<file path="src/rtl/writeback_sequencer.sv">
// Write-back sequencer: in-order result FIFO feeding one register-file write per
// cycle over valid/ready, with byte-enable derivation and a pending-write scoreboard.
module writeback_sequencer #(
    parameter int DEPTH = 4,
    parameter int PTR_W = 2
) (
    input  logic             clk,
    input  logic             rst,
    input  logic             in_valid,
    output logic             in_ready,
    input  logic [31:0]      in_data,
    input  logic [4:0]       in_dest,
    input  logic [5:0]       in_opcode,
    input  logic             in_regwrite,
    output logic             rf_write_en,
    input  logic             rf_ready,
    output logic [4:0]       rf_write_addr,
    output logic [31:0]      rf_write_data,
    output logic [3:0]       rf_write_mask,
    input  logic [4:0]       q_rs,
    input  logic [4:0]       q_rt,
    output logic             busy_rs,
    output logic             busy_rt,
    output logic [PTR_W:0]   count
);

    localparam logic [PTR_W:0] FULL_COUNT = (PTR_W + 1)'(DEPTH);
    localparam logic [PTR_W-1:0] PTR_ONE  = PTR_W'(1);
    localparam logic [PTR_W:0] CNT_ONE    = (PTR_W + 1)'(1);

    function automatic logic [3:0] derive_mask(input logic [5:0] op);
        case (op)
            6'h24:   return 4'b0001;
            6'h25:   return 4'b0011;
            default: return 4'b1111;
        endcase
    endfunction

    function automatic logic [31:0] derive_data(input logic [5:0] op, input logic [31:0] d);
        case (op)
            6'h24:   return {24'h000000, d[7:0]};
            6'h25:   return {16'h0000, d[15:0]};
            default: return d;
        endcase
    endfunction

    logic [4:0]       dest_r [DEPTH];
    logic [31:0]      data_r [DEPTH];
    logic [3:0]       mask_r [DEPTH];
    logic [DEPTH-1:0] valid_r;
    logic [PTR_W-1:0] wr_ptr_r;
    logic [PTR_W-1:0] rd_ptr_r;
    logic [PTR_W:0]   count_r;

    logic accept_s;
    logic enq_s;
    logic pop_s;
    logic busy_rs_s;
    logic busy_rt_s;

    // Handshake decode; dropped results (no regwrite or r0) still complete the handshake.
    always_comb begin
        in_ready    = (count_r != FULL_COUNT);
        rf_write_en = (count_r != {(PTR_W + 1){1'b0}});
        accept_s    = in_valid & in_ready;
        enq_s       = accept_s & in_regwrite & (in_dest != 5'd0);
        pop_s       = rf_write_en & rf_ready;
    end

    // Head-of-queue outputs read straight from storage; popped slots are zeroed so an empty queue shows zeros.
    always_comb begin
        rf_write_addr = dest_r[rd_ptr_r];
        rf_write_data = data_r[rd_ptr_r];
        rf_write_mask = mask_r[rd_ptr_r];
        count         = count_r;
    end

    // Scoreboard: any valid entry whose destination matches the query; r0 is never busy.
    always_comb begin
        busy_rs_s = 1'b0;
        busy_rt_s = 1'b0;
        for (int i = 0; i < DEPTH; i++) begin
            busy_rs_s = busy_rs_s | (valid_r[i] & (dest_r[i] == q_rs));
            busy_rt_s = busy_rt_s | (valid_r[i] & (dest_r[i] == q_rt));
        end
        busy_rs = busy_rs_s & (q_rs != 5'd0);
        busy_rt = busy_rt_s & (q_rt != 5'd0);
    end

    // FIFO storage, pointers and occupancy; reset overrides any push or pop in the same cycle.
    always_ff @(posedge clk) begin
        if (rst) begin
            wr_ptr_r <= '0;
            rd_ptr_r <= '0;
            count_r  <= '0;
            valid_r  <= '0;
            for (int i = 0; i < DEPTH; i++) begin
                dest_r[i] <= 5'd0;
                data_r[i] <= 32'd0;
                mask_r[i] <= 4'd0;
            end
        end else begin
            // Push and pop never target the same slot: equal pointers mean empty (no pop) or full (no push).
            if (enq_s) begin
                dest_r[wr_ptr_r]  <= in_dest;
                data_r[wr_ptr_r]  <= derive_data(in_opcode, in_data);
                mask_r[wr_ptr_r]  <= derive_mask(in_opcode);
                valid_r[wr_ptr_r] <= 1'b1;
                wr_ptr_r          <= wr_ptr_r + PTR_ONE;
            end
            if (pop_s) begin
                dest_r[rd_ptr_r]  <= 5'd0;
                data_r[rd_ptr_r]  <= 32'd0;
                mask_r[rd_ptr_r]  <= 4'd0;
                valid_r[rd_ptr_r] <= 1'b0;
                rd_ptr_r          <= rd_ptr_r + PTR_ONE;
            end
            case ({enq_s, pop_s})
                2'b10:   count_r <= count_r + CNT_ONE;
                2'b01:   count_r <= count_r - CNT_ONE;
                default: count_r <= count_r;
            endcase
        end
    end

endmodule
</file>
<file path="config.mk">
export PLATFORM = sky130hd
export DESIGN_NAME = writeback_sequencer
export DESIGN_NICKNAME = d
export VERILOG_FILES = /design/src/rtl/writeback_sequencer.sv
export SDC_FILE = /design/constraint.sdc
export NUM_CORES = 1
export LEC_CHECK = 0
export ABC_AREA = 1
export CAP_MARGIN = 20
export CORE_MARGIN = 5
export CORE_UTILIZATION = 40
export DETAILED_ROUTE_END_ITERATION = 10
export GPL_TIMING_DRIVEN = 0
export HOLD_SLACK_MARGIN = 0.06
export PLACE_DENSITY = 0.59
export SYNTH_ARGS = -nofsm -noshare
export SYNTH_HDL_FRONTEND = slang
export SYNTH_SLANG_ARGS = --single-unit
</file>
<file path="constraint.sdc">
create_clock -name clk -period 2.2 [get_ports clk]
set_input_delay 0.66 -clock clk [delete_from_list [all_inputs] [get_ports clk]]
set_output_delay 0.66 -clock clk [all_outputs]
set_load 0.05 [all_outputs]
</file>
==> summary.txt <==
Final layout
  – Share of cells above drive strength 1: 26.5%
  – Finished Layout Cells: 1780
  – Final-stage net count: 1555
  – Final instance area: 0.0124 mm2
  – Antenna cells: 0
  – Area grow syn2layout: 39.7%
  – Final Core Density: 56.7%

Status
  – Outcome: complete, but fails checks
  – Failing checks: negative setup slack

Routing
  – Vias/cell: 5.50
  – Drt initial violations: 871
  – DRT Wirelength: 34400 um
  – DR top layer: met4
  – WL met1: 14600 um
  – Detailed-route via count: 9790
  – DRT Pass-1 Iters: 7
  – Final ANT Viol Nets: 0
  – WL met3: 2840 um
  – Metal2 WL: 15800 um
  – Routed len/inst: 19.3 um
  – DRC: 0

Clocking
  – CTS tree: yes
  – CTS root buf: clkbuf_16
  – Max H-tree Level: 4
  – Clock transition at the registers of the reported paths: 0.07 ns
  – Hold-fix buffers, CTS: 0
  – Worst-Skew Late Latency: 0.44 ns
  – Sink Count: 173
  – Max clock buf depth: 2
  – CTS buffer count: 17

Floorplanning
  – Area of the core: 0.0218 mm2
  – # IOs: 106
  – Die Y: 159 um
  – Die Wd: 159 um
  – FP Rows: 54
  – Starting Density: 40.6%
  – Die footprint: 0.0252 mm2

STA
  – Min cycle time layout: 2.42 ns
  – RSZ-0062 raised after global routing: true
  – Final setup viols: 43
  – Hold Violations, Final: 0
  – Setup WS post-layout: -0.222 ns
  – Fmax: 413 MHz
  – Worst-Margin Slew: 0.624 ns
  – Period utilization: 110%
  – Worst slew margin: 58.4%
  – Worst Skew: 0.0125 ns
  – Pins Over Slew Limit: 0

Synthesis
  – Number of synthesized flops with an enable pin: 0
  – Synth Register Bits: 173
  – Synth Net Count: 1406
  – Most common cell in the netlist: nand2_1
  – Synth Area per Inst: 6.62 um2
  – Main synth FF type: dfxtp_1
  – Yosys warns: 0
  – Cells after Synth: 1338
  – Post-synth top area share: 39.1%
  – Post-synth top cells: 253 x nand2_1, 177 x a21oi_1, 177 x nor2_1, 173 x dfxtp_1, 147 x nand3_1
  – Synth cell types: 29
  – Leading post-synthesis cells by cell area: dfxtp_1 39%, nand2_1 11%, a21oi_1 10%
  – Sequential area share after synthesis: 39.1%
  – Yosys top cell by area: dfxtp_1
  – FFs w/ async S/R, synth: 0%
  – Post-Syn Area: 0.00885 mm2

Worst hold path
  – HP Class: reg2reg

Power and ir drop
  – Leakage: 5.23 nW
  – Sw Pwr: 0.00547 W
  – Internal power: 0.00737 W
  – Maximum VDD drop: 577 uV
  – Combinational Power Share: 48.4%
  – Share of power burned in registers: 28.0%
  – Sw Share: 42.6%
  – Clk network pwr share: 23.6%
  – Cell Pwr Density: 1040 mW/mm2

Critical path
  – CP Class: reg2out
  – Worst Setup Start Kind: flip-flop
  – Reg2Reg Setup Slack: 0.29 ns
  – Crit path capture type: output port
  – CP Max Fanout: 6
  – WP data required: 1.54 ns
  – Worst EP arrival: 1.76 ns

Placement
  – Area after DPL: 0.0105 mm2
  – Pre-CTS WS: -1.24 ns
  – GP Congestion: 0.942
  – # port buffers: 102
  – Cell count after placement: 1720
  – Placed wire-length estimate: 22900 um

Global route
  – Antenna violations before repair: 0
  – First-pass GRT wire length: 52400 um
  – Total gr overflow: 0
  – GR Util All Layers: 26.0%
  – Largest net degree at the start of global routing: 18
  – Vias in the first global route: 9352

Flow run
  – Max-cap viol count: 0
-- cell usage in the layout, fill, tap and decap left out, drive strengths merged, types with 41 or more instances in the layout --
cell | netlist | final
buf | 46 | 119
nand2 | 256 | 256
inv | 100 | 109
clkbuf | 54 | 79
o22ai | 50 | 50
a21oi | 178 | 178
clkdlybuf4s50 | 0 | 41
o21ai | 96 | 96
nand3 | 149 | 149
nor2 | 183 | 183
dfxtp | 173 | 173
-- metrics by stage --
stage | total power [W] | hold WS (ns) | setup TNS [ns]
6_report | 0.0128 | 0.465 | -6.26
2_1_floorplan | 0.00680 | 0.434 | -0.120
5_1_grt | 0.0133 | 0.483 | -8.32
3_5_place_dp | 0.00838 | 0.453 | -143.70
4_1_cts | 0.0126 | 0.463 | -5.86
3_3_place_gp | 0.00837 | 0.450 | -140.46
-- kinds of logic after synthesis --
| family | after synthesis | share of synthesized area (%) |
|---|---|---|
| AOI/OAI and AO/OA | 333 | 20.0 |
| xor gates and xnor gates | 9 | 0.890 |
| adders and majority gates | 10 | 1.50 |
| buffers and inverters | 214 | 10.2 |
| DFF | 173 | 39.1 |
| and+or+nand+nor | 599 | 28.4 |
-- power by group through the flow --
stage | registers [W] | clock network (W) | logic, W
finish | 0.00360 | 0.00303 | 0.00621
global route | 0.00362 | 0.00320 | 0.00651
CTS | 0.00359 | 0.00305 | 0.00599
detailed placement | 0.00363 | 0 | 0.00475
global placement | 0.00363 | 0 | 0.00475
floorplan | 0.00363 | 0 | 0.00317
-- path summary, 6_finish.rpt --
path	from	end	cells past startpoint
setup / recovery	flip-flop	rf_write_mask[3]	7
hold / removal	mask_r[2][0]	mask_r[2][0]	2
setup reg to reg	count[0]	count[1]	11
hold reg to reg	mask_r[2][0]	mask_r[2][0]	2
-- registers in the layout (all words and copies together) (netlist names), named ones only --
| signal | count |
|---|---|
| data_r | 128 |
| mask_r | 12 |
| rd_ptr_r | 2 |
| valid_r | 4 |
| dest_r | 20 |
| count | 3 |
| wr_ptr_r | 2 |
-- critical path, stage by stage (launching register included) --
cell       delay (ns)
dfxtp_4          0.37
inv_6            0.08
clkbuf_16        0.17
clkbuf_16        0.17
nor2_4           0.05
o22ai_4          0.19
buf_4            0.14
buf_8            0.13
-- what timing repair did --
action / 4_1_cts / 5_1_grt
setup buffers: 17 / 5
setup endpoints to repair: 209 / 185
gates resized for setup: 622 / 125
gates cloned: 9 / 0
pin swaps: 38 / 43
endpoints found under the hold margin: 0 / 0
-- per-layer routing --
layer  track usage [%]  up-vias
met4              10.0        0
met2              42.3      434
met1              33.8     4566
met5                 0        -
li1                  -     4718
met3              5.70       72
-- cell type report --
class	count	area, um2
multi-input combinational	951	5220
inverter	114	459
buffer	99	800
sequential	173	3540
tap	280	350
clock buffer	18	450
fill	2131	9450
timing repair buffer	131	1430
clock inverter	14	124
Note: power is estimated with default switching activity, not from simulation.
